[config.mk]
export PLATFORM = sky130hd
export DESIGN_NAME = zacore_mem_arbiter
export DESIGN_NICKNAME = d
export VERILOG_FILES = /design/src/rtl/zacore_mem_arbiter.sv
export SDC_FILE = /design/constraint.sdc
export NUM_CORES = 1
export LEC_CHECK = 0
export BUFFER_PORTS_ARGS = -buffer_cell sky130_fd_sc_hd__buf_2
export CAP_MARGIN = 20
export CORE_AREA = 3 3 108 110
export DETAILED_ROUTE_END_ITERATION = 7
export DIE_AREA = 0 0 111 113
export GPL_ROUTABILITY_DRIVEN = 1
export PLACE_DENSITY = 0.58
export SETUP_SLACK_MARGIN = 0.5
export SLEW_MARGIN = 10
export SYNTH_ARGS = -nofsm -noshare
export SYNTH_HDL_FRONTEND = slang
export SYNTH_SLANG_ARGS = --single-unit
[constraint.sdc]
create_clock -name i_clk -period 1.7 [get_ports i_clk]
set_clock_uncertainty 0.1 [all_clocks]
set_input_delay 0.255 -clock i_clk [delete_from_list [all_inputs] [get_ports i_clk]]
set_output_delay 0.255 -clock i_clk [all_outputs]
set_load 0.1 [all_outputs]
[src/rtl/zacore_mem_arbiter.sv]
// Memory-port arbiter for Zacore: fetch and LSU share one memory port, one
// transaction in flight, LSU priority with a starvation guard for fetch.
module zacore_mem_arbiter #(
  parameter int unsigned STARVE_LIMIT = 4,
  parameter int unsigned CNT_W        = 4
) (
  input  logic        i_clk,
  input  logic        i_rst,

  input  logic        i_fetch_req,
  input  logic [31:0] i_fetch_addr,
  output logic        o_fetch_gnt,
  output logic        o_fetch_rvalid,
  output logic [31:0] o_fetch_rdata,

  input  logic        i_lsu_req,
  input  logic        i_lsu_we,
  input  logic [31:0] i_lsu_addr,
  input  logic [31:0] i_lsu_wdata,
  input  logic [3:0]  i_lsu_be,
  output logic        o_lsu_gnt,
  output logic        o_lsu_rvalid,
  output logic [31:0] o_lsu_rdata,

  input  logic        i_invalidate,

  output logic        o_mem_req,
  output logic        o_mem_we,
  output logic [31:0] o_mem_addr,
  output logic [31:0] o_mem_wdata,
  output logic [3:0]  o_mem_be,
  input  logic        i_mem_gnt,
  input  logic        i_mem_rvalid,
  input  logic [31:0] i_mem_rdata
);

  typedef enum logic [2:0] {
    IDLE,
    REQ_F,
    REQ_L,
    WAIT_F,
    WAIT_L
  } state_e;

  localparam logic [CNT_W-1:0] LIMIT = CNT_W'(STARVE_LIMIT);

  state_e           state_q, state_d;
  logic [CNT_W-1:0] starve_cnt_q, starve_cnt_d;
  logic             drop_q, drop_d;

  logic lsu_wins;
  logic fetch_wins;
  logic own_f;
  logic own_l;
  logic fetch_gnt;
  logic lsu_gnt;
  logic fetch_rvalid;
  logic lsu_rvalid;

  // Arbitration and ownership; in IDLE the owner is the combinational winner,
  // in REQ_x it is locked by the state itself.
  always_comb begin
    lsu_wins     = i_lsu_req && (!i_fetch_req || (starve_cnt_q < LIMIT));
    fetch_wins   = i_fetch_req && !lsu_wins;
    own_f        = ((state_q == IDLE) && fetch_wins) || (state_q == REQ_F);
    own_l        = ((state_q == IDLE) && lsu_wins)   || (state_q == REQ_L);
    fetch_gnt    = own_f && i_mem_gnt;
    lsu_gnt      = own_l && i_mem_gnt;
    fetch_rvalid = (state_q == WAIT_F) && i_mem_rvalid && !drop_q && !i_invalidate;
    lsu_rvalid   = (state_q == WAIT_L) && i_mem_rvalid;
  end

  always_comb begin
    state_d = state_q;
    case (state_q)
      IDLE: begin
        if (lsu_wins)        state_d = i_mem_gnt ? WAIT_L : REQ_L;
        else if (fetch_wins) state_d = i_mem_gnt ? WAIT_F : REQ_F;
      end
      REQ_F:   if (i_mem_gnt)    state_d = WAIT_F;
      REQ_L:   if (i_mem_gnt)    state_d = WAIT_L;
      WAIT_F:  if (i_mem_rvalid) state_d = IDLE;
      WAIT_L:  if (i_mem_rvalid) state_d = IDLE;
      default:                   state_d = IDLE;
    endcase
  end

  // Counter only advances while below the limit, so it saturates there.
  always_comb begin
    starve_cnt_d = starve_cnt_q;
    if (fetch_gnt) begin
      starve_cnt_d = '0;
    end else if ((state_q == IDLE) && i_fetch_req && lsu_wins &&
                 (starve_cnt_q < LIMIT)) begin
      starve_cnt_d = starve_cnt_q + CNT_W'(1);
    end
  end

  always_comb begin
    drop_d = drop_q;
    case (state_q)
      IDLE:   if (fetch_gnt && i_invalidate) drop_d = 1'b1;
      REQ_F:  if (i_invalidate)              drop_d = 1'b1;
      WAIT_F: begin
        if (i_mem_rvalid)      drop_d = 1'b0;
        else if (i_invalidate) drop_d = 1'b1;
      end
      WAIT_L: if (i_mem_rvalid)              drop_d = 1'b0;
      default:                               drop_d = drop_q;
    endcase
  end

  always_ff @(posedge i_clk or negedge i_rst) begin
    if (!i_rst) begin
      state_q      <= IDLE;
      starve_cnt_q <= '0;
      drop_q       <= 1'b0;
    end else begin
      state_q      <= state_d;
      starve_cnt_q <= starve_cnt_d;
      drop_q       <= drop_d;
    end
  end

  // Outputs are combinational off state and inputs, so they are explicitly
  // forced low while reset is asserted.
  always_comb begin
    o_mem_req      = 1'b0;
    o_mem_we       = 1'b0;
    o_mem_addr     = '0;
    o_mem_wdata    = '0;
    o_mem_be       = '0;
    o_fetch_gnt    = 1'b0;
    o_lsu_gnt      = 1'b0;
    o_fetch_rvalid = 1'b0;
    o_lsu_rvalid   = 1'b0;
    o_fetch_rdata  = '0;
    o_lsu_rdata    = '0;
    if (i_rst) begin
      if (own_l) begin
        o_mem_req   = 1'b1;
        o_mem_we    = i_lsu_we;
        o_mem_addr  = i_lsu_addr;
        o_mem_wdata = i_lsu_wdata;
        o_mem_be    = i_lsu_be;
      end else if (own_f) begin
        o_mem_req   = 1'b1;
        o_mem_addr  = i_fetch_addr;
        o_mem_be    = 4'hF;
      end
      o_fetch_gnt    = fetch_gnt;
      o_lsu_gnt      = lsu_gnt;
      o_fetch_rvalid = fetch_rvalid;
      o_lsu_rvalid   = lsu_rvalid;
      if (fetch_rvalid) o_fetch_rdata = i_mem_rdata;
      if (lsu_rvalid)   o_lsu_rdata   = i_mem_rdata;
    end
  end

endmodule

==> results.md, run 1 <==
* Post-Place Setup Slack at -260 ps
* Placer congestion estimate at 0.819
* # DRC at 0
* Logic pwr share at approximately 94%
* Most used cell, CP: buf_6
* GRT overflow at 0
* Layout cells sized above 1 at 89.2%
* TritonRoute pass-1 iters at 4
* Critical Path Max Stage Delay at approximately 440 ps
* Maximum clock rate at 455 MHz
* Final Setup Violations at 141
* Switch share at 57.4%
* Final Cycle Share at 129%
* Vias after detailed routing at 3,824
* Power Total at 0.0100 W
* Antenna Nets Post-Route at 0
* Syn Area/Cell at 6.62 µm²
* First-pass GRT wire length at 21.3 mm
* Xor and xnor fraction of the mapped netlist area at 0%
* Simple-Gate Fraction of Synth Area at 49.9%
* CTS clk-pin slew, worst paths at 40 ps
* Clock buffer count from CTS at 3
* DRT Wirelength at 16.3 mm
* Hold Slack at 242 ps
* Syn_nets at between 400 and 500
* Wire per inst at about 21 µm
* Maximum root-to-sink buffer count at 2
* Largest family of logic cells by synthesized area: simple AND/OR/NAND/NOR gates
* Io pins at 278
* Pleak at 3.20 nW
* Async SR Flop Fraction at 100%
* Sequential power share at 3.6%
* Synth Area in Compound Gates at 30.2%
* Data arrival, critical path at 1840 ps
* Synth Area in Adders at 1.27%
* Die W at 111 µm
* CP Cell Sequence: buf_6 -> nand3_4 -> nor4_4 -> buf_6 -> clkbuf_16 -> and2_4 -> buf_12
* Endpoints failing hold at 0
* Peak VDD IR at 0.000829 V
* Hpwl dp at 10.6 mm
* Placed Area at 6590 µm²
* Vias in the first global route at 3,728
* Die area at between 10,000 and 15,000 µm²
* PwrDens at between 1000 and 1500 nW/µm²
* Final instance area at between 7000 and 8000 µm²
* Core Footprint at 10,800 µm²
* Final core occ at between 70% and 80%
* # clock sinks at 8
* Number of synthesis warnings at 0
* Post-synth EDFFs at 0
* Clock Power Share at approximately 2.4%
* Maxcap violations at 0
* Largest net degree at the start of global routing at 34
* CP Capture Type: primary output
* Slew HR at 69.8%
* Switching power at 0.00576 W
* RSZ-0062 raised after global routing: true
* Area Growth Syn to Fin at 287%
* Most common flop cell mapped by yosys: dfrtp_1
* Port Buffer Count at 277
* Max-slew violations at 0
* CTS tree: done
* DRT iter0 DRCs at 137
* Mux contribution to synthesized area at 0%
* Die Height at ~110 µm
* Worst setup path class: flip-flop to primary output
* Worst-Margin Slew at 453 ps
* Synthesized area at 1970 µm²
* CP max FO at 8
* Row Count at 38
* Fin crit period at 2200 ps
* CP Launch Type: flip-flop
* H-tree depth at 1
* Sequential-to-total area share from yosys stat at 10.1%
* Seq cells post-synth at 8
* Antenna diodes at 0
* Hold crit path type: input port to async pin
* Status: complete, but fails checks
* CTS Root Cell: clkbuf_8
* Gate Count Post-Synth at 298
* DR vias/cell at just over 5
* Pint at between 0.004 and 0.005 W
* All-Layer GR Usage at a little over a fifth
* Nets at 763
* Synth cell types at 34
* Failing checks: setup timing
* Initial antenna violation count at 0
* Slowest stage cell, crit path: dfrtp_2
* Initial core utilization at 18.3%
* Clock Latency Late Sink at 240 ps
* Critical path required time at 1340 ps
* Final worst slack at -496 ps
## power by group through the flow
stage | logic [W] | registers [W] | clock network (W)
floorplan | 0.00542 | 0.000311 | 0
global placement | 0.00789 | 0.000329 | 0
detailed placement | 0.00802 | 0.000335 | 0
CTS | 0.00871 | 0.000348 | 0.000242
global route | 0.00974 | 0.000369 | 0.000252
finish | 0.00943 | 0.000360 | 0.000238
## worst max-delay path, delay by kind of cell (launching register included)
| family | cells | cell delay (ps) |
|---|---|---|
| flip-flops | 1 | 440 |
| buffers and inverters | 4 | 700 |
| AND/OR/NAND/NOR | 3 | 470 |
## cell usage after synthesis, types with 2 or more instances
library cell  number  share of area, %
a21oi_1           36               9.1
clkbuf_1          28               5.3
o21ai_0            6               1.5
or4b_1             2               1.0
nand2b_1           5               1.6
o211ai_1          33                13
nand2_1            4              0.76
nor2_1             4              0.76
nor2b_1            2              0.63
buf_6              2               1.1
and2_1           100                32
nor3b_1            2              0.76
dfrtp_1            8                10
o21ba_2            2               1.0
o31a_1             5               2.2
o211a_1            2               1.0
nand3_1           33               8.4
ha_1               2               1.3
buf_2              7               1.8
## per-stage QoR
step | instances | setup TNS [ps]
after global placement | 715 | -23280
final | 759 | -61450
after floorplan | 298 | -39020
after CTS | 738 | -53990
after global routing | 759 | -68400
after detailed placement | 715 | -26980
## flip-flops by register name (all words and copies together) (netlist names)
name          flops
starve_cnt_q      4
state_q           3
drop_q            1
## logic make-up after synthesis
| logic type | count (synthesis) |
|---|---|
| and+or+nand+nor | 160 |
| buffers and inverters | 38 |
| adders and majority gates | 2 |
| AOI/OAI and AO/OA | 90 |
| DFF | 8 |
## cells in the final DEF, fill, tap and decap left out, types with 10 or more instances in the layout
cell	Yosys	routed
buf_12	0	148
buf_2	7	139
and2_4	0	99
o211ai_1	33	33
a21oi_4	0	31
buf_6	2	25
buf_4	0	23
nand3_2	0	22
nand3_4	0	11
clkbuf_16	0	10
## final timing paths
check | slack [ps] | end | depth (start not counted) | from
max | -500 | o_fetch_rdata[3] | 7 | state_q[1]
min reg2reg | 450 | starve_cnt_q[1] | 2 | starve_cnt_q[1]
max in group asynchronous | 920 | state_q[0] | 3 | i_rst
max reg2reg | -270 | starve_cnt_q[0] | 6 | state_q[0]
min | 240 | state_q[2] | 3 | i_rst
min in group i_clk | 340 | drop_q | 3 | i_invalidate
## per-layer routing
layer / part of all wire [%] / global-route usage (%) / vias up
met5: 0 / 0 / -
met4: 3.0 / 5.01 / 0
met3: 6.1 / 3.90 / 32
met2: 57 / 41.7 / 200
li1: - / - / 1712
met1: 34 / 22.5 / 1880
## timing repair
item | 4_1_cts | 5_1_grt
hold buffers | 1 | 0
buffers inserted | 13 | 7
pin swaps | 7 | 65
resized for setup | 35 | 52
cloned | 6 | 14
endpoints found under the hold margin | 8 | 0
setup endpoints to repair | 146 | 154
## layout make-up
class	count	area, µm²
Timing Repair Buffer	355	4590
Fill cell	670	3150
Multi-Input combinational cell	252	2630
Sequential cell	8	203
Tap cell	140	175
Clock buffer	3	41.3
Inverter	1	3.75
Power figures use the tool's default switching activity.
==> run 2: changes to the inputs <==
--- a/config.mk
+++ b/config.mk
@@ -5,15 +5,15 @@
 export SDC_FILE = /design/constraint.sdc
 export NUM_CORES = 1
 export LEC_CHECK = 0
+export ABC_AREA = 1
 export BUFFER_PORTS_ARGS = -buffer_cell sky130_fd_sc_hd__buf_2
 export CAP_MARGIN = 20
 export CORE_AREA = 3 3 108 110
 export DETAILED_ROUTE_END_ITERATION = 7
 export DIE_AREA = 0 0 111 113
 export GPL_ROUTABILITY_DRIVEN = 1
-export PLACE_DENSITY = 0.58
+export PLACE_DENSITY = 0.55
 export SETUP_SLACK_MARGIN = 0.5
-export SLEW_MARGIN = 10
 export SYNTH_ARGS = -nofsm -noshare
 export SYNTH_HDL_FRONTEND = slang
 export SYNTH_SLANG_ARGS = --single-unit
==> run 2 against run 1 <==
  * The flow still finishes with violations (setup timing)
  * Utilization rose by 1.2 points
  * Global-route usage decreased by 1.3 points
  * Synthesized area decreased by 12%
  * Count of clock-buffer cells in the layout grew 1
==> results.md, run 2 <==
* Worst-Margin Slew at 352 ps (was 453 ps)
* Fin crit period at 2260 ps (was 2200 ps)
* Maximum root-to-sink buffer count at 2 (unchanged)
* Row Count at 38 (unchanged)
* # clock sinks at 8 (unchanged)
* Peak VDD IR at 0.00110 V (was 0.000829 V)
* Final core occ at 72.0% (was 70.8%)
* Die W at 111 µm (unchanged)
* Largest net degree at the start of global routing at 35 (was 34)
* Status: complete, but fails checks (unchanged)
* Biggest regs: starve_cnt_q x4, state_q x3, drop_q x1 (unchanged)
* Vias in the first global route at 3,865 (was 3,728)
* CTS clk-pin slew, worst paths at 50 ps (was 40 ps)
* Clock Latency Late Sink at 240 ps (about the same)
* DR vias/cell at 4.34 (was 5.04)
* Layout cells sized above 1 at 79.3% (was 89.2%)
* Max FFs per register at 4 (unchanged)
* Synth cell types at 22 (was 34)
* Syn Area/Cell at 4.68 µm² (was 6.62 µm²)
* CTS tree: done (unchanged)
* Die Height at 113 µm (unchanged)
* Post-synth EDFFs at 0 (unchanged)
* Critical Path Max Stage Delay at 440 ps (about the same)
* All-Layer GR Usage at 19.6% (was 20.9%)
* TritonRoute pass-1 iters at 4 (unchanged)
* Placed Cells at 807 (was 715)
* Io pins at 278 (unchanged)
* Slew HR at 76.5% (was 69.8%)
* Data arrival, critical path at 1900 ps (was 1840 ps)
* Critical path required time at 1340 ps (about the same)
* Vias after detailed routing at 3,643 (was 3,824)
* Most common flop cell mapped by yosys: dfrtp_1 (unchanged)
* Power Total at 0.0103 W (was 0.0100 W)
* Hpwl dp at 10.7 mm (was 10.6 mm)
* CP max FO at 5 (was 8)
* RSZ-0062 raised after global routing: true (unchanged)
* Antenna Nets Post-Route at 0 (unchanged)
* Maximum clock rate at 443 MHz (was 455 MHz)
* First-pass GRT wire length at 20.1 mm (was 21.3 mm)
* Slowest stage cell, crit path: dfrtp_2 (unchanged)
* Maxcap violations at 0 (unchanged)
* Clock buffer count from CTS at 3 (unchanged)
* Initial core utilization at 16.1% (was 18.3%)
* # DRC at 0 (unchanged)
* GRT overflow at 0 (unchanged)
* CP Launch Type: flip-flop (unchanged)
* Most frequent cells in the layout: 154 x buf_12, 139 x buf_2, 105 x nor2_4, 78 x inv_1, 37 x nand2_1 (was 148 x buf_12, 139 x buf_2, 99 x and2_4, 33 x o211ai_1, 31 x a21oi_4)
* Sequential-to-total area share from yosys stat at 11.5% (was 10.1%)
* Antenna diodes at 0 (unchanged)
* Most used cell, CP: buf_12 (was buf_6)
* Core Footprint at 10,800 µm² (unchanged)
* Placer congestion estimate at 0.922 (was 0.819)
* H-tree depth at 1 (unchanged)
* Wire per inst at 16.3 µm (was 21.4 µm)
* Biggest register: starve_cnt_q (unchanged)
* Final std cells w/o fill at 840 (was 759)
* CP Capture Type: primary output (unchanged)
* Max-slew violations at 0 (unchanged)
* Async SR Flop Fraction at 100% (unchanged)
* Worst setup path class: flip-flop to primary output (unchanged)
* Initial antenna violation count at 0 (unchanged)
* Synth area leader: nor2_1 (was and2_1)
* Synthesized area at 1740 µm² (was 1970 µm²)
* Failing checks: setup timing (unchanged)
* TNS Setup at -64,440 ps (was -61,450 ps)
* PwrDens at 1320 nW/µm² (was 1310 nW/µm²)
* DRT iter0 DRCs at 132 (was 137)
* Top cells by area, synth: nor2_1 24%, inv_1 18%, nand2_1 17%, dfrtp_1 11%, a21oi_1 11% (was and2_1 32%, o211ai_1 13%, dfrtp_1 10%, a21oi_1 9.1%, nand3_1 8.4%)
* CTS Root Cell: clkbuf_8 (unchanged)
* Hold crit path type: input port to async pin (unchanged)
* DRT Wirelength at 13.7 mm (was 16.3 mm)
* Die area at 12,500 µm² (unchanged)
* Top cells by count, synth: 110 x nor2_1, 85 x inv_1, 79 x nand2_1 (was 100 x and2_1, 36 x a21oi_1, 33 x nand3_1, 33 x o211ai_1, 28 x clkbuf_1)
* Hold Slack at 117 ps (was 242 ps)
* Number of synthesis warnings at 0 (unchanged)
* Final worst slack at -556 ps (was -496 ps)
* Synth top area share at 23.7% (was 31.7%)
* Final Cycle Share at 133% (was 129%)
* Most common cell after layout, fill and taps aside: buf_12 (unchanged)
* Seq cells post-synth at 8 (unchanged)
* Syn_nets at 514 (was 440)
* Leading cell type by number of instances after synthesis: nor2_1 (was and2_1)
* Endpoints failing hold at 0 (unchanged)
* CP Cell Sequence: nor2_1 -> a21boi_4 -> buf_6 -> buf_12 -> o21ai_4 -> buf_12 -> a21oi_4 -> buf_12 (was buf_6 -> nand3_4 -> nor4_4 -> buf_6 -> clkbuf_16 -> and2_4 -> buf_12)
* Port Buffer Count at 277 (unchanged)
* Final Setup Violations at 142 (was 141)
* Pleak at 3.45 nW (was 3.20 nW)
* Nets at 843 (was 763)
* Area Growth Syn to Fin at 346% (was 287%)
* Gate Count Post-Synth at 372 (was 298)
## run 2: per-layer routing
| metal | share of wire [%] | vias up | GRT usage [%] |
|---|---|---|---|
| li1 | - | 1742 | - |
| met1 | 33 | 1715 | 20.1 |
| met2 | 59 | 156 | 40.9 |
| met3 | 5.5 | 30 | 3.37 |
| met4 | 2.8 | 0 | 4.27 |
| met5 | 0 | - | 0 |
## run 2: cell type report
class | instances | area (µm²)
Timing Repair Buffer | 342 | 4390
Fill cell | 711 | 3020
Multi-Input combinational cell | 258 | 2620
Inverter | 88 | 344
Sequential cell | 8 | 201
Tap cell | 140 | 175
Clock buffer | 4 | 45.0
## run 2: worst max-delay path, delay by kind of cell (launching register included)
kind	cells	cell delay (ps)
flip-flops	1	440
AO/OA/AOI/OAI	3	460
AND/OR/NAND/NOR	1	140
buffers and inverters	4	620
## run 2: worst paths after layout
kind / to / slack (ps) / cells after the start / from
worst max-delay path: o_mem_be[1] / -560 / 8 / state_q[2]
worst min-delay path: state_q[1] / 120 / 2 / i_rst
worst max register to register: drop_q / -460 / 16 / state_q[1]
worst min register to register: starve_cnt_q[3] / 430 / 2 / starve_cnt_q[3]
max in group asynchronous: state_q[2] / 800 / 2 / i_rst
min in group i_clk: drop_q / 370 / 5 / i_mem_gnt
## run 2: logic make-up (layout without fill, tap and decap cells)
family,after synthesis,count (layout),share of synthesized area [%]
adders and majority gates,2,2,1.44
xor gates and xnor gates,1,1,0.503
AOI/OAI and AO/OA,52,52,15.4
DFF,8,8,11.5
and+or+nand+nor,202,203,45.9
buffers and inverters,107,434,25.2
## run 2: power breakdown
| group | leakage (nW) | internal, W | switching, W | total [W] |
|---|---|---|---|---|
| registers | 0.103 | 0.000261 | 0.0000633 | 0.000324 |
| logic | 3.33 | 0.00378 | 0.00591 | 0.00969 |
| clock network | 0.0228 | 0.000163 | 0.0000846 | 0.000248 |
## run 2: timing repair
action                                  in CTS  in global routing
endpoints found under the setup margin     146                146
pin swaps                                    4                 26
hold buffers                                 1                  0
gates resized for setup                     34                 74
hold endpoints to repair                     2                  0
buffers inserted                             9                  9
cloned                                       5                  5
## run 2: per-stage QoR
stage | instance area, µm² | setup WS, ps
final | 7770 | -556
after global routing | 7770 | -646
after CTS | 7320 | -494
after detailed placement | 6920 | -253
after global placement | 6920 | -227
after floorplan | 3110 | -393
